<file path="config.mk">
export PLATFORM = sky130hd
export DESIGN_NAME = wb_master_ctrl_flat
export DESIGN_NICKNAME = d
export VERILOG_FILES = /design/src/rtl/wb_pkg.sv /design/src/rtl/wb_master_ctrl_if.sv /design/src/rtl/wb_ack_timer.sv /design/src/rtl/wb_master_ctrl.sv /design/src/flat_wrapper.sv
export SDC_FILE = /design/constraint.sdc
export NUM_CORES = 1
export LEC_CHECK = 0
export BUFFER_PORTS_ARGS = -buffer_cell sky130_fd_sc_hd__buf_2
export CAP_MARGIN = 15
export CORE_MARGIN = 2
export CORE_UTILIZATION = 53
export DETAILED_ROUTE_END_ITERATION = 8
export PLACE_DENSITY = 0.86
export SLEW_MARGIN = 10
export SYNTH_ARGS = -nofsm -noshare
export SYNTH_HDL_FRONTEND = slang
export SYNTH_HIERARCHICAL = 1
export SYNTH_SLANG_ARGS = --single-unit
export TNS_END_PERCENT = 30
</file>
<file path="constraint.sdc">
create_clock -name wb_clk_i -period 8.2 [get_ports wb_clk_i]
set_input_delay 0.41 -clock wb_clk_i [delete_from_list [all_inputs] [get_ports wb_clk_i]]
set_output_delay 0.41 -clock wb_clk_i [all_outputs]
set_load 0.03 [all_outputs]
</file>
<file path="src/rtl/wb_pkg.sv">
// Shared definitions for the Wishbone classic-cycle initiator.
// Provides: default bus widths, byte-increment helper, FSM state encoding,
// and the packed response payload carried on the response stream.
package wb_pkg;

    localparam int unsigned WB_AW_DEF   = 26;
    localparam int unsigned WB_DW_DEF   = 32;
    localparam int unsigned WB_DW_MAX   = 32;
    localparam int unsigned WB_BYTE_INC = WB_DW_DEF / 8;

    // FSM state encoding (plain constants for legacy tool flows)
    typedef logic [1:0] state_t;
    localparam state_t ST_IDLE  = 2'd0;
    localparam state_t ST_FETCH = 2'd1;
    localparam state_t ST_BUS   = 2'd2;
    localparam state_t ST_GAP   = 2'd3;

    // Response payload; rdata sized for the widest legal data bus
    typedef struct packed {
        logic [WB_DW_MAX-1:0] rdata;
        logic                 err;
        logic                 last;
    } rsp_t;

    // Byte address increment per word for a given data width
    function automatic int unsigned byte_inc(input int unsigned dw);
        return dw / 8;
    endfunction

endpackage

</file>
<file path="src/rtl/wb_master_ctrl_if.sv">
// Bundle of command, write-data, response and Wishbone master signals.
// Modport master: the initiator's view. Modport slave: the environment's view
// (command source, response sink and Wishbone target).
interface wb_master_ctrl_if
    import wb_pkg::*;
#(
    parameter int unsigned AW    = WB_AW_DEF,
    parameter int unsigned DW    = WB_DW_DEF,
    parameter int unsigned LEN_W = 4
) ();

    localparam int unsigned SW = DW / 8;

    logic             cmd_valid;
    logic             cmd_ready;
    logic             cmd_we;
    logic [AW-1:0]    cmd_addr;
    logic [SW-1:0]    cmd_sel;
    logic [LEN_W-1:0] cmd_len;

    logic             wd_valid;
    logic             wd_ready;
    logic [DW-1:0]    wd_data;

    logic             rsp_valid;
    logic [DW-1:0]    rsp_rdata;
    logic             rsp_err;
    logic             rsp_last;

    logic             wb_cyc_o;
    logic             wb_stb_o;
    logic             wb_we_o;
    logic [AW-1:0]    wb_adr_o;
    logic [SW-1:0]    wb_sel_o;
    logic [DW-1:0]    wb_dat_o;
    logic [DW-1:0]    wb_dat_i;
    logic             wb_ack_i;
    logic             wb_err_i;

    modport master (
        input  cmd_valid, cmd_we, cmd_addr, cmd_sel, cmd_len,
        output cmd_ready,
        input  wd_valid, wd_data,
        output wd_ready,
        output rsp_valid, rsp_rdata, rsp_err, rsp_last,
        output wb_cyc_o, wb_stb_o, wb_we_o, wb_adr_o, wb_sel_o, wb_dat_o,
        input  wb_dat_i, wb_ack_i, wb_err_i
    );

    modport slave (
        output cmd_valid, cmd_we, cmd_addr, cmd_sel, cmd_len,
        input  cmd_ready,
        output wd_valid, wd_data,
        input  wd_ready,
        input  rsp_valid, rsp_rdata, rsp_err, rsp_last,
        input  wb_cyc_o, wb_stb_o, wb_we_o, wb_adr_o, wb_sel_o, wb_dat_o,
        output wb_dat_i, wb_ack_i, wb_err_i
    );

endinterface

</file>
<file path="src/rtl/wb_ack_timer.sv">
// Loadable down-counter with expiry flag, used to bound ACK/ERR wait time.
// Ports: clk/rst (async active-high), load + load_val reload the count,
// en decrements (saturating at zero), expired_c is high while count is zero.
module wb_ack_timer #(
    parameter int unsigned W = 6
) (
    input  logic         clk,
    input  logic         rst,
    input  logic         load,
    input  logic [W-1:0] load_val,
    input  logic         en,
    output logic         expired_c
);

    logic [W-1:0] cnt_q;

    // Reload has priority over counting
    always_ff @(posedge clk or posedge rst) begin
        if (rst) begin
            cnt_q <= '0;
        end else if (load) begin
            cnt_q <= load_val;
        end else if (en && (cnt_q != '0)) begin
            cnt_q <= cnt_q - W'(1);
        end
    end

    assign expired_c = (cnt_q == '0);

endmodule

</file>
<file path="src/rtl/wb_master_ctrl.sv">
// Wishbone B4 classic-cycle initiator: turns one command (addr, dir, sel,
// beat count) into 1..2^LEN_W single cycles with CYC held across beats,
// returning one response per beat and aborting on ERR or ACK timeout.
// Ports: wb_clk_i, wb_rst_i (async active-high), bus (master modport carrying
// command, write-data, response and Wishbone signals).
module wb_master_ctrl
    import wb_pkg::*;
#(
    parameter int unsigned AW      = WB_AW_DEF,
    parameter int unsigned DW      = WB_DW_DEF,
    parameter int unsigned LEN_W   = 4,
    parameter int unsigned TIMEOUT = 64
) (
    input  logic              wb_clk_i,
    input  logic              wb_rst_i,
    wb_master_ctrl_if.master  bus
);

    localparam int unsigned SW = DW / 8;
    localparam int unsigned TW = $clog2(TIMEOUT);
    localparam logic [AW-1:0] ADR_INC  = AW'(byte_inc(DW));
    localparam logic [TW-1:0] TMR_LOAD = TW'(TIMEOUT - 1);

    state_t           state_q, state_d;
    logic             we_q, we_d;
    logic [AW-1:0]    adr_q, adr_d;
    logic [SW-1:0]    sel_q, sel_d;
    logic [LEN_W-1:0] len_q, len_d;
    logic [LEN_W-1:0] beat_q, beat_d;
    logic [DW-1:0]    dat_q, dat_d;
    logic             cyc_q, cyc_d;
    logic             stb_q, stb_d;
    logic             rsp_valid_q, rsp_valid_d;
    rsp_t             rsp_q, rsp_d;
    logic             tmr_load;
    logic             tmr_expired_c;

    // Wait bound for the current STB; reloaded on every entry to BUS
    wb_ack_timer #(.W(TW)) u_timer (
        .clk       (wb_clk_i),
        .rst       (wb_rst_i),
        .load      (tmr_load),
        .load_val  (TMR_LOAD),
        .en        (state_q == ST_BUS),
        .expired_c (tmr_expired_c)
    );

    // State and registered outputs
    always_ff @(posedge wb_clk_i or posedge wb_rst_i) begin
        if (wb_rst_i) begin
            state_q     <= ST_IDLE;
            we_q        <= 1'b0;
            adr_q       <= '0;
            sel_q       <= '0;
            len_q       <= '0;
            beat_q      <= '0;
            dat_q       <= '0;
            cyc_q       <= 1'b0;
            stb_q       <= 1'b0;
            rsp_valid_q <= 1'b0;
            rsp_q       <= '0;
        end else begin
            state_q     <= state_d;
            we_q        <= we_d;
            adr_q       <= adr_d;
            sel_q       <= sel_d;
            len_q       <= len_d;
            beat_q      <= beat_d;
            dat_q       <= dat_d;
            cyc_q       <= cyc_d;
            stb_q       <= stb_d;
            rsp_valid_q <= rsp_valid_d;
            rsp_q       <= rsp_d;
        end
    end

    // Next-state and next-output decode
    always_comb begin
        state_d     = state_q;
        we_d        = we_q;
        adr_d       = adr_q;
        sel_d       = sel_q;
        len_d       = len_q;
        beat_d      = beat_q;
        dat_d       = dat_q;
        cyc_d       = cyc_q;
        stb_d       = stb_q;
        rsp_valid_d = 1'b0;
        rsp_d       = '0;
        tmr_load    = 1'b0;

        case (state_q)
            ST_IDLE: begin
                if (bus.cmd_valid) begin
                    we_d   = bus.cmd_we;
                    adr_d  = bus.cmd_addr;
                    sel_d  = bus.cmd_sel;
                    len_d  = bus.cmd_len;
                    beat_d = '0;
                    cyc_d  = 1'b1;
                    if (bus.cmd_we) begin
                        stb_d   = 1'b0;
                        state_d = ST_FETCH;
                    end else begin
                        stb_d    = 1'b1;
                        tmr_load = 1'b1;
                        state_d  = ST_BUS;
                    end
                end
            end
            ST_FETCH: begin
                if (bus.wd_valid) begin
                    dat_d    = bus.wd_data;
                    stb_d    = 1'b1;
                    tmr_load = 1'b1;
                    state_d  = ST_BUS;
                end
            end
            ST_BUS: begin
                // ERR wins over ACK; an ACK in the final wait cycle still completes
                if (bus.wb_err_i || (!bus.wb_ack_i && tmr_expired_c)) begin
                    rsp_valid_d = 1'b1;
                    rsp_d.err   = 1'b1;
                    rsp_d.last  = 1'b1;
                    cyc_d       = 1'b0;
                    stb_d       = 1'b0;
                    state_d     = ST_IDLE;
                end else if (bus.wb_ack_i) begin
                    rsp_valid_d = 1'b1;
                    rsp_d.rdata = we_q ? '0 : WB_DW_MAX'(bus.wb_dat_i);
                    adr_d       = adr_q + ADR_INC;
                    stb_d       = 1'b0;
                    if (beat_q == len_q) begin
                        rsp_d.last = 1'b1;
                        cyc_d      = 1'b0;
                        state_d    = ST_IDLE;
                    end else begin
                        beat_d  = beat_q + LEN_W'(1);
                        state_d = we_q ? ST_FETCH : ST_GAP;
                    end
                end
            end
            ST_GAP: begin
                stb_d    = 1'b1;
                tmr_load = 1'b1;
                state_d  = ST_BUS;
            end
            default: begin
                state_d = ST_IDLE;
            end
        endcase
    end

    assign bus.cmd_ready = (state_q == ST_IDLE);
    assign bus.wd_ready  = (state_q == ST_FETCH);

    assign bus.rsp_valid = rsp_valid_q;
    assign bus.rsp_rdata = rsp_q.rdata[DW-1:0];
    assign bus.rsp_err   = rsp_q.err;
    assign bus.rsp_last  = rsp_q.last;

    assign bus.wb_cyc_o  = cyc_q;
    assign bus.wb_stb_o  = stb_q;
    assign bus.wb_we_o   = we_q;
    assign bus.wb_adr_o  = adr_q;
    assign bus.wb_sel_o  = sel_q;
    assign bus.wb_dat_o  = dat_q;

endmodule

</file>
<file path="src/flat_wrapper.sv">
// flat-port wrapper written by rule: the top's interface ports become plain ports
module wb_master_ctrl_flat import wb_pkg::*;
#(
    parameter int unsigned AW      = WB_AW_DEF,
    parameter int unsigned DW      = WB_DW_DEF,
    parameter int unsigned LEN_W   = 4,
    parameter int unsigned TIMEOUT = 64
)
  (wb_clk_i, wb_rst_i, bus_cmd_valid, bus_cmd_we, bus_cmd_addr, bus_cmd_sel, bus_cmd_len, bus_cmd_ready, bus_wd_valid, bus_wd_data, bus_wd_ready, bus_rsp_valid, bus_rsp_rdata, bus_rsp_err, bus_rsp_last, bus_wb_cyc_o, bus_wb_stb_o, bus_wb_we_o, bus_wb_adr_o, bus_wb_sel_o, bus_wb_dat_o, bus_wb_dat_i, bus_wb_ack_i, bus_wb_err_i);
  wb_master_ctrl_if #(.AW(AW), .DW(DW), .LEN_W(LEN_W)) bus_i ();
  input  logic wb_clk_i;
  input  logic wb_rst_i;
  input wire logic [$bits(bus_i.cmd_valid)-1:0] bus_cmd_valid;
  input wire logic [$bits(bus_i.cmd_we)-1:0] bus_cmd_we;
  input wire logic [$bits(bus_i.cmd_addr)-1:0] bus_cmd_addr;
  input wire logic [$bits(bus_i.cmd_sel)-1:0] bus_cmd_sel;
  input wire logic [$bits(bus_i.cmd_len)-1:0] bus_cmd_len;
  output wire logic [$bits(bus_i.cmd_ready)-1:0] bus_cmd_ready;
  input wire logic [$bits(bus_i.wd_valid)-1:0] bus_wd_valid;
  input wire logic [$bits(bus_i.wd_data)-1:0] bus_wd_data;
  output wire logic [$bits(bus_i.wd_ready)-1:0] bus_wd_ready;
  output wire logic [$bits(bus_i.rsp_valid)-1:0] bus_rsp_valid;
  output wire logic [$bits(bus_i.rsp_rdata)-1:0] bus_rsp_rdata;
  output wire logic [$bits(bus_i.rsp_err)-1:0] bus_rsp_err;
  output wire logic [$bits(bus_i.rsp_last)-1:0] bus_rsp_last;
  output wire logic [$bits(bus_i.wb_cyc_o)-1:0] bus_wb_cyc_o;
  output wire logic [$bits(bus_i.wb_stb_o)-1:0] bus_wb_stb_o;
  output wire logic [$bits(bus_i.wb_we_o)-1:0] bus_wb_we_o;
  output wire logic [$bits(bus_i.wb_adr_o)-1:0] bus_wb_adr_o;
  output wire logic [$bits(bus_i.wb_sel_o)-1:0] bus_wb_sel_o;
  output wire logic [$bits(bus_i.wb_dat_o)-1:0] bus_wb_dat_o;
  input wire logic [$bits(bus_i.wb_dat_i)-1:0] bus_wb_dat_i;
  input wire logic [$bits(bus_i.wb_ack_i)-1:0] bus_wb_ack_i;
  input wire logic [$bits(bus_i.wb_err_i)-1:0] bus_wb_err_i;
  assign bus_i.cmd_valid = bus_cmd_valid;
  assign bus_i.cmd_we = bus_cmd_we;
  assign bus_i.cmd_addr = bus_cmd_addr;
  assign bus_i.cmd_sel = bus_cmd_sel;
  assign bus_i.cmd_len = bus_cmd_len;
  assign bus_cmd_ready = bus_i.cmd_ready;
  assign bus_i.wd_valid = bus_wd_valid;
  assign bus_i.wd_data = bus_wd_data;
  assign bus_wd_ready = bus_i.wd_ready;
  assign bus_rsp_valid = bus_i.rsp_valid;
  assign bus_rsp_rdata = bus_i.rsp_rdata;
  assign bus_rsp_err = bus_i.rsp_err;
  assign bus_rsp_last = bus_i.rsp_last;
  assign bus_wb_cyc_o = bus_i.wb_cyc_o;
  assign bus_wb_stb_o = bus_i.wb_stb_o;
  assign bus_wb_we_o = bus_i.wb_we_o;
  assign bus_wb_adr_o = bus_i.wb_adr_o;
  assign bus_wb_sel_o = bus_i.wb_sel_o;
  assign bus_wb_dat_o = bus_i.wb_dat_o;
  assign bus_i.wb_dat_i = bus_wb_dat_i;
  assign bus_i.wb_ack_i = bus_wb_ack_i;
  assign bus_i.wb_err_i = bus_wb_err_i;
  wb_master_ctrl #(.AW(AW), .DW(DW), .LEN_W(LEN_W), .TIMEOUT(TIMEOUT)) u_core (.wb_clk_i(wb_clk_i), .wb_rst_i(wb_rst_i), .bus(bus_i));
endmodule
</file>
==> impl_metrics.yaml, run 1 <==
placement:
  io_buffers: 206
  place.gp.congestion: 0.911
  dp_hpwl_mm: 10.2
  place_ws_ns: 5.43
sta:
  rsz0062_at_grt: "false"
  period_minus_slack_ns: 2.83
  hold_viol: 0
  final.setup_skew_ns: 0.00965
  finalSetupTns_ns: 0
  max_freq_mhz: 353
  slew_headroom_pct: 33.5
  drv_slew: 0
  worst_pin_slew_ns: 0.995
  setup-violations-final: 0
  period_share_pct: 34.6
  setup_ws_ns: 5.37
yosys:
  synth_top_family_by_area: "simple AND/OR/NAND/NOR gates"
  synth_seq_area_share_pct: 55.1
  syn_inst: 489
  synth-async-reset-ratio_pct: 100
  synth_area_um2: 5270
  synth_enable_flop_cells: 0
  synth-main-ff-cell: "dfrtp_1"
  syn_area_per_cell_um2: 10.8
  ys_ff_latch: 116
  synth-simple-area-share_pct: 21.3
  synth_compound_area_share_pct: 11.6
  yosysWarnings: 6
  synth_fa_ha_area_share_pct: 0.950
  synth_xor_area_share_pct: 0.665
  synth_mux_area_share_pct: 6.84
  synth.distinct_cells: 60
drt:
  drc: 0
  ant_nets: 0
  via_per_inst: 5.50
  wl_per_cell_um: 17.1
  drt_iter0_markers: 382
  wirelength_mm: 14.5
  first_pass_iters: 5
  vias: 4644
final_layout:
  drive_gt1_share_pct: 40.6
  area_delta_synth_final_pct: 33.0
  final_nets: 807
  n_antenna_cell: 0
critical_path:
  cp.arrival_ns: 3.28
  max_stage_delay_ns: 0.74
  cp-end-kind: "flip-flop"
  cp_slowest_cell: "inv_1"
  path_class: "reg -> reg"
  rr_worst_depth: 5
  cp_cell_sequence: "nand2b_1, inv_1, or4b_1, a211o_1, a2bb2oi_2"
  crit_required_ns: 8.64
  cp_max_fo: 27
  critPathLaunchType: "flip-flop"
clocking:
  cts.reportedPaths.clkPinSlew_ns: 0.06
  cts_resized: 0
  clock_path_buffers: 2
  worstSkewPairLatency_ns: 0.51
  cts_sinks: 116
  cts_root_buf: "clkbuf_8"
  numCtsBuffers: 17
  cts_tree: "done"
  htreeDepth: 4
die:
  fp-row-count: 36
  start_util_pct: 54.2
  core_um2: 9730
  die_area_um2: 10800
  die_x_um: 104
  die_h_um: 104
  ios: 207
global_routing:
  grt_pass1_wl_mm: 23.2
  grt_overflow: 0
  antenna_found_initial: 0
  grt_use_total_pct: 27.3
  first_global_vias: 4792
  grt_max_degree: 63
run:
  drv_cap: 0
worst_hold_path:
  min_path_cells: 3
  min_path_type: "in -> reg"
power:
  vdd_drop_max_v: 0.000185
  leakage_nw: 3.50
  p_per_area_nw_per_um2: 429
outcome:
  status: "finished, final reports clean"
final cells by class:
cell class	instances	area, µm²
Clock buffer	17	414
Clock inverter	15	193
Fill cell	724	2720
Inverter	10	40.0
Multi-Input combinational cell	341	2210
Sequential cell	116	2900
Tap cell	133	166
Timing Repair Buffer	212	1090
critical path: cells and delay by family (launching register included):
kind,cells,cell delay [ns]
and+or+nand+nor,2,1.00
AOI/OAI and AO/OA,2,0.42
buffers and inverters,1,0.74
DFF,1,0.60
flip-flops by register name, summed over array words and instances (netlist names):
signal / count
u_core/bus.rsp_rdata: 32
u_core/bus.wb_dat_o: 32
u_core/bus.wb_adr_o: 26
u_core/u_timer/cnt_q: 6
u_core/beat_q: 4
u_core/bus.wb_sel_o: 4
u_core/len_q: 4
u_core/state_q: 2
u_core/bus.rsp_err: 1
u_core/bus.rsp_last: 1
u_core/bus.rsp_valid: 1
u_core/bus.wb_cyc_o: 1
u_core/bus.wb_stb_o: 1
u_core/bus.wb_we_o: 1
cells in the mapped netlist, types with 2 or more instances:
cell type / number / area (µm²)
dfrtp_1: 116 / 2900
nand2_1: 51 / 191
and2_1: 35 / 219
nor2_1: 35 / 131
mux2_2: 32 / 360
a21oi_1: 23 / 115
nand3_1: 15 / 75.1
buf_2: 14 / 70.1
nand4_1: 14 / 87.6
o21ai_0: 12 / 60.1
nor3_1: 11 / 55.1
inv_1: 10 / 37.5
a211oi_1: 7 / 52.6
clkbuf_1: 7 / 26.3
a211o_1: 6 / 52.6
a311oi_1: 6 / 52.6
nand2b_1: 6 / 37.5
o31ai_1: 5 / 37.5
a31oi_1: 4 / 25.0
and3_1: 4 / 25.0
and4_1: 4 / 35.0
ha_1: 4 / 50.1
nor4b_1: 4 / 35.0
or3_1: 4 / 25.0
xor2_1: 4 / 35.0
buf_4: 3 / 22.5
nor3b_1: 3 / 22.5
nor4_1: 3 / 18.8
o211ai_1: 3 / 22.5
or4_1: 3 / 22.5
a21o_1: 2 / 15.0
a2bb2oi_1: 2 / 17.5
a32o_1: 2 / 20.0
buf_6: 2 / 22.5
nor2b_1: 2 / 12.5
nor3_2: 2 / 20.0
nor4_2: 2 / 25.0
o22ai_1: 2 / 12.5
o32ai_1: 2 / 17.5
or2_2: 2 / 12.5
or4b_1: 2 / 20.0
logic make-up after synthesis:
family,after synthesis
adder cells (fa/ha/maj),4
buffers and inverters,37
flip-flops,116
multiplexers,32
other,1
AND/OR/NAND/NOR,207
XOR/XNOR,4
AO/OA/AOI/OAI,88
through the flow:
step	hold slack, ns	instances	cell area [µm²]	util (%)	power [mW]
finish	0.0902	844	7010	72.0	3.00
global route	0.0831	844	7010	72.0	3.16
CTS	0.0720	844	7010	72.0	3.00
detailed placement	0.374	811	6390	65.7	2.24
global placement	0.366	810	6380	65.5	2.19
floorplan	0.201	494	5290	-	1.87
cell usage in the layout, fill, tap and decap left out, types with 4 or more instances in the layout:
master       n
inv_6        6
dfrtp_1    116
nor4b_1      4
mux2_2      32
nor3_1      10
nand2_1     51
o31ai_1      5
xor2_1       4
nor2_1      35
clkbuf_16   16
conb_1       6
and2_1      35
inv_1        9
nand2b_1     6
nand4_1     14
buf_4        4
ha_1         4
a21oi_1     23
a211oi_1     7
buf_2      206
o21ai_0     12
or3_1        4
nand3_1     15
a211o_1      6
a311oi_1     6
and4_1       4
a31oi_1      4
and3_1       4
layer usage:
layer  vias up  GRT usage (%)  wire (µm)
li1       2165              -          -
met1      2247           32.3       5650
met2       207           47.6       7540
met3        25           7.30       1010
met4         0           10.2        262
met5         -              0          0
worst paths after layout:
kind	startpoint	to	slack [ns]
worst min-delay path	bus_cmd_addr[1]	u_core/bus.wb_adr_o[1]$_DFFE_PP0P_	0.09
max in group asynchronous	wb_rst_i	u_core/bus.wb_adr_o[21]$_DFFE_PP0P_	6.41
worst min register to register	u_core/bus.wb_adr_o[0]$_DFFE_PP0P_	u_core/bus.wb_adr_o[0]$_DFFE_PP0P_	0.48
worst max register to register	u_core/state_q[1]$_DFFE_PP0P_	u_core/u_timer/cnt_q[3]$_DFFE_PP0P_	5.37
min in group asynchronous	wb_rst_i	u_core/u_timer/cnt_q[0]$_DFFE_PP0P_	0.44
worst max-delay path	u_core/state_q[1]$_DFFE_PP0P_	u_core/u_timer/cnt_q[3]$_DFFE_PP0P_	5.37
where the power goes:
group	total, mW	switching [mW]	internal [mW]
registers	0.994	0.208	0.786
clock network	0.753	0.282	0.471
logic	1.26	0.834	0.423
repair_timing:
item,CTS,global route
hold buffers,1,0
hold endpoints to repair,17,0
buffers inserted,0,0
No activity file was read; power rests on OpenSTA's default activity.
==> run 2: changes to the inputs <==
--- a/config.mk
+++ b/config.mk
@@ -8,9 +8,9 @@
 export BUFFER_PORTS_ARGS = -buffer_cell sky130_fd_sc_hd__buf_2
 export CAP_MARGIN = 15
 export CORE_MARGIN = 2
-export CORE_UTILIZATION = 53
+export CORE_UTILIZATION = 49
 export DETAILED_ROUTE_END_ITERATION = 8
-export PLACE_DENSITY = 0.86
+export PLACE_DENSITY = 0.8
 export SLEW_MARGIN = 10
 export SYNTH_ARGS = -nofsm -noshare
 export SYNTH_HDL_FRONTEND = slang
==> constraint.sdc (replaced) <==
create_clock -name wb_clk_i -period 2.7 [get_ports wb_clk_i]
set_input_delay 0.135 -clock wb_clk_i [delete_from_list [all_inputs] [get_ports wb_clk_i]]
set_output_delay 0.135 -clock wb_clk_i [all_outputs]
set_load 0.03 [all_outputs]
==> run 2 against run 1 <==
  * Worst setup slack got worse by 4.9 ns
  * Flip-flop and latch count is the same
  * Die area up 7.8%
  * Critical path depth fell by 1
  * Register-to-register slack worse by 4.9 ns
  * Sequential power rose to 3.1 times the previous value
  * Cell count grew 12%
  * Global-route usage grew 3.1 points
  * Via count up 12%
  * Clock skew grew 0.0035 ns
  * Total power grew to 3.1 times the previous value
  * Maximum frequency is 25% higher
  * Critical endpoint is now u_core/bus.rsp_rdata[9]$_DFF_PP0_
  * Largest power group unchanged
==> impl_metrics.yaml, run 2 (same netlist as run 1, synthesis figures left out) <==
run:
  drv_cap: 0
placement:
  dp_hpwl_mm: 10.4
  place.gp.congestion: 0.942
  placed_area_um2: 6440
  io_buffers: 206
worst_hold_path:
  min_path_cells: 4
  min_path_type: "in -> reg"
critical_path:
  cp.arrival_ns: 2.70
  cp_cell_sequence: "nand2b_1, or3_1, nor2_4, and2_1"
  cp_max_fo: 32
  cp_slowest_cell: "dfrtp_1"
  crit_required_ns: 3.13
  rr_worst_depth: 4
  critPathLaunchType: "flip-flop"
  cp-end-kind: "flip-flop"
  max_stage_delay_ns: 0.56
  path_class: "reg -> reg"
sta:
  period_minus_slack_ns: 2.26
  drv_slew: 0
  finalSetupTns_ns: 0
  hold_viol: 0
  slew_headroom_pct: 43.3
  final.setup_skew_ns: 0.0132
  setup-violations-final: 0
  worst_pin_slew_ns: 0.848
  rsz0062_at_grt: "false"
  whs_ns: 0.0568
  period_share_pct: 83.9
  max_freq_mhz: 442
drt:
  drc: 0
  ant_nets: 0
  drt_iter0_markers: 421
  via_per_inst: 5.47
  vias: 5189
  first_pass_iters: 5
  wl_per_cell_um: 18.5
  wirelength_mm: 17.5
clocking:
  cts_resized: 0
  htreeDepth: 4
  cts_root_buf: "clkbuf_8"
  cts.reportedPaths.clkPinSlew_ns: 0.06
  worstSkewPairLatency_ns: 0.52
  cts_setup_buffers: 0
  cts_sinks: 116
  cts-hold-fix-buffers: 96
  cts_tree: "done"
  numCtsBuffers: 17
  clock_path_buffers: 2
power:
  pwr-share-comb_pct: 43.2
  p_seq_share_pct: 32.5
  leakage_nw: 3.91
  p_per_area_nw_per_um2: 1170
  p_sw_share_pct: 44.1
  power_frac_clock_pct: 24.3
  internal_power_mw: 5.23
  p_switching_mw: 4.13
  vdd_drop_max_v: 0.000789
final_layout:
  fin_util_pct: 77.2
  most-common-layout-cells: "buf_2 (206), dfrtp_1 (116), dlygate4sd3_1 (96)"
  design_area_um2: 8010
  mostFrequentLayoutCell: "buf_2"
  area_delta_synth_final_pct: 52.0
  final_nets: 907
  drive_gt1_share_pct: 36.3
global_routing:
  grt_overflow: 0
  grt_use_total_pct: 30.4
  grt_pass1_wl_mm: 26.6
  first_global_vias: 5282
  grt_max_degree: 111
  antenna_found_initial: 0
die:
  fp-row-count: 37
  ios: 207
  core_um2: 10400
  start_util_pct: 50.8
  die_area_um2: 11600
  die_x_um: 108
  die_h_um: 108
outcome:
  status: "finished, final reports clean"
[run 2: changes by cell type in the layout (fill, tap and decap cells not counted), sizes merged]
cell,previous run,this run
clkinvlp,1,3
inv,17,11
buf,211,216
clkinv,4,7
dlygate4sd3,1,96
diode,0,1
clkbuf,17,18
[run 2: critical path, delay by kind of cell, from the launching register on]
kind | cells | cell delay, ns
flops | 1 | 0.56
simple gates | 4 | 1.62
[run 2: final timing paths]
path	start	endpoint	slack (ns)
min	bus_cmd_addr[12]	u_core/bus.wb_adr_o[12]$_DFFE_PP0P_	0.06
min in group asynchronous	wb_rst_i	u_core/u_timer/cnt_q[2]$_DFFE_PP0P_	0.11
max	u_core/state_q[0]$_DFFE_PP0P_	u_core/bus.rsp_rdata[9]$_DFF_PP0_	0.44
min reg2reg	u_core/bus.wb_sel_o[3]$_DFFE_PP0P_	u_core/bus.wb_sel_o[3]$_DFFE_PP0P_	0.48
max reg2reg	u_core/state_q[0]$_DFFE_PP0P_	u_core/bus.rsp_rdata[9]$_DFF_PP0_	0.44
max in group asynchronous	wb_rst_i	u_core/bus.rsp_rdata[6]$_DFF_PP0_	1.92
[run 2: stage by stage]
step / worst slack (ns) / power (mW) / std cells
after CTS: 0.519 / 9.29 / 947
after floorplan: 0.447 / 5.67 / 494
after global routing: 0.232 / 9.81 / 947
final: 0.436 / 9.36 / 948
after detailed placement: 0.529 / 6.86 / 819
after global placement: 0.663 / 6.69 / 819
[run 2: final cells by class]
| type | instances | area, µm² |
|---|---|---|
| Antenna cell | 1 | 2.50 |
| Clock buffer | 18 | 428 |
| Clock inverter | 14 | 176 |
| Fill cell | 658 | 2360 |
| Inverter | 10 | 41.3 |
| Multi-Input combinational cell | 341 | 2210 |
| Sequential cell | 116 | 2900 |
| Tap cell | 136 | 170 |
| Timing Repair Buffer | 312 | 2080 |
[run 2: power groups by stage]
stage	combinational (mW)	clock [mW]	sequential, mW
after global placement	3.72	0	2.97
after detailed placement	3.83	0	3.02
after floorplan	1.73	0	3.94
after CTS	3.98	2.29	3.01
after global routing	4.28	2.41	3.12
final	4.05	2.27	3.04
[run 2: layer usage]
metal | wire [µm] | share of wire (%) | track usage [%] | up-vias
met5 | 0 | 0 | 0 | -
met4 | 558 | 3.2 | 14.2 | 0
met3 | 1200 | 6.8 | 8.11 | 50
met2 | 9420 | 54 | 54.6 | 258
met1 | 6330 | 36 | 33.2 | 2504
li1 | - | - | - | 2377
==> run 3: changes to the inputs <==
--- a/config.mk
+++ b/config.mk
@@ -8,9 +8,9 @@
 export BUFFER_PORTS_ARGS = -buffer_cell sky130_fd_sc_hd__buf_2
 export CAP_MARGIN = 15
 export CORE_MARGIN = 2
-export CORE_UTILIZATION = 49
+export CORE_UTILIZATION = 44
 export DETAILED_ROUTE_END_ITERATION = 8
-export PLACE_DENSITY = 0.8
+export PLACE_DENSITY = 0.76
 export SLEW_MARGIN = 10
 export SYNTH_ARGS = -nofsm -noshare
 export SYNTH_HDL_FRONTEND = slang
==> constraint.sdc (replaced) <==
create_clock -name wb_clk_i -period 1.9 [get_ports wb_clk_i]
set_input_delay 0.095 -clock wb_clk_i [delete_from_list [all_inputs] [get_ports wb_clk_i]]
set_output_delay 0.095 -clock wb_clk_i [all_outputs]
set_load 0.03 [all_outputs]
==> run 3 against run 2 <==
  * Clock skew is 0.0078 ns lower
  * First-iteration DRC count up 6.9%
  * Sequential power up 38%
  * Largest power group unchanged
==> impl_metrics.yaml, run 3 (same netlist as run 1, synthesis figures left out) <==
power:
  vdd_drop_max_v: 0.000965
  p_per_area_nw_per_um2: 1670
  leakage_nw: 4.02
drt:
  top_layer_used: "met4"
  met1Wirelength_mm: 6.32
  wl_met3_mm: 1.19
  first_pass_iters: 5
  drc: 0
  vias: 5137
  drt_iter0_markers: 450
  wirelength_mm: 16.3
  ant_nets: 0
  dr_wl_met2_mm: 8.42
  via_per_inst: 5.31
  wl_per_cell_um: 16.9
sta:
  whs_ns: 0.0250
  final.setup_skew_ns: 0.00536
  rsz0062_at_grt: "false"
  period_share_pct: 94.9
  drv_slew: 0
  hold_viol: 0
  worst_pin_slew_ns: 0.627
  setup_ws_ns: 0.0969
  setup-violations-final: 0
  period_minus_slack_ns: 1.80
  max_freq_mhz: 555
  slew_headroom_pct: 58.2
critical_path:
  critPathLaunchType: "flip-flop"
  cp_slowest_cell: "nor4_2"
  r2r_end: "u_core/bus.wb_adr_o[21]$_DFFE_PP0P_"
  crit_required_ns: 2.20
  rr_startpoint: "u_core/bus.wb_adr_o[5]$_DFFE_PP0P_"
  cp-end-kind: "flip-flop"
  cp_cell_sequence: "nand4_1, nor4_2, a31oi_1, a211oi_1"
  cpLargestDelayFamily: "simple AND/OR/NAND/NOR gates"
  cp_max_fo: 8
  path_class: "reg -> reg"
  cp.arrival_ns: 2.10
  critical_path_buf_inv_count: 0
  rr_worst_depth: 4
  ff2ff_setup_slack_ns: 0.1
  max_stage_delay_ns: 0.53
placement:
  place.gp.congestion: 0.886
  placed_area_um2: 6640
  place_ws_ns: 0.0117
  dp_hpwl_mm: 10.4
  io_buffers: 206
die:
  die_area_um2: 12900
  core_um2: 11600
  fp-row-count: 39
  start_util_pct: 45.6
  ios: 207
  die_h_um: 113
  die_x_um: 113
clocking:
  cts.reportedPaths.clkPinSlew_ns: 0.06
  worstSkewPairLatency_ns: 0.42
  htreeDepth: 4
  cts_tree: "done"
  clock_path_buffers: 2
  cts_setup_buffers: 0
  numCtsBuffers: 17
  cts_sinks: 116
  cts_root_buf: "clkbuf_16"
global_routing:
  grt_max_degree: 111
  first_global_vias: 5269
  grt_pass1_wl_mm: 25.8
  grt_use_total_pct: 25.9
  antenna_found_initial: 0
  grt_overflow: 0
final_layout:
  drive_gt1_share_pct: 38.7
  mostFrequentLayoutCell: "buf_2"
  final_nets: 922
  area_delta_synth_final_pct: 55.5
  most-common-layout-cells: "buf_2 (206), dfrtp_1 (116), dlygate4sd3_1 (90)"
  fillers: 830
  n_antenna_cell: 0
  design_area_um2: 8200
worst_hold_path:
  min_path_type: "in -> reg"
  min_path_cells: 3
  holdCritStartpoint: "bus_cmd_addr[4]"
  min_to: "u_core/bus.wb_adr_o[4]$_DFFE_PP0P_"
outcome:
  status: "finished, final reports clean"
run:
  drv_cap: 0
## run 3: cell count changes in the layout (fill, tap and decap cells not counted), moves of 2 or more
cell / delta
dlygate4sd3_1: -6
bufinv_16: +2
clkbuf_8: -2
clkinv_2: +2
clkinv_4: -4
buf_12: +3
buf_4: +18
## run 3: metrics by stage
stage	total power, mW	TNS (ns)	cells	util, %
final	13.7	0	968	70.9
after global routing	14.4	0	968	70.9
after CTS	13.6	0	968	70.8
after detailed placement	9.98	0	847	57.4
after global placement	9.82	0	847	57.4
after floorplan	8.05	-0.444	494	-
## run 3: layout make-up
cell class	count	area, µm²	area share [%]
multi-input cells	341	2220	27.1
flip-flops and latches	116	2900	35.4
repair buffers	327	2210	27.0
clock buffers	17	425	5.19
well taps	143	179	2.18
clock inverters	14	210	2.56
inverters	10	41.3	0.504
## run 3: repair_timing
action                                  in CTS  in global routing
endpoints found under the setup margin       1                  6
endpoints found under the hold margin      205                  0
pin swaps                                    0                  1
resized for setup                            1                  5
hold buffers                                90                  0
## run 3: worst max-delay path by stage
stage	start	slack, ns	end	cells after the start
after global placement	u_core/u_timer/cnt_q[1]$_DFFE_PP0P_	0.06	u_core/state_q[1]$_DFFE_PP0P_	8
after global routing	u_core/bus.wb_adr_o[14]$_DFFE_PP0P_	0.006	u_core/bus.wb_adr_o[21]$_DFFE_PP0P_	4
after CTS	u_core/u_timer/cnt_q[1]$_DFFE_PP0P_	0.07	u_core/state_q[1]$_DFFE_PP0P_	8
final	u_core/bus.wb_adr_o[5]$_DFFE_PP0P_	0.1	u_core/bus.wb_adr_o[21]$_DFFE_PP0P_	4
after detailed placement	u_core/u_timer/cnt_q[1]$_DFFE_PP0P_	0.01	u_core/state_q[1]$_DFFE_PP0P_	8
after floorplan	u_core/state_q[0]$_DFFE_PP0P_	-0.35	u_core/u_timer/cnt_q[3]$_DFFE_PP0P_	10
## run 3: where the power goes
group          internal [mW]  switching (mW)  leakage, nW
combinational           2.22            3.82         2.26
clock                   2.31            1.15        0.305
sequential              3.39           0.811         1.46
## run 3: per-layer routing
layer | global-route usage [%] | vias up
li1 | - | 2400
met1 | 30.7 | 2457
met2 | 44.9 | 237
met3 | 7.01 | 43
met4 | 10.3 | 0
met5 | 0 | -
## run 3: worst min-delay path, delay by kind of cell
| family | cells | cell delay (ns) |
|---|---|---|
| AO/OA/AOI/OAI | 2 | 0.21 |
| buffers and inverters | 1 | 0.09 |
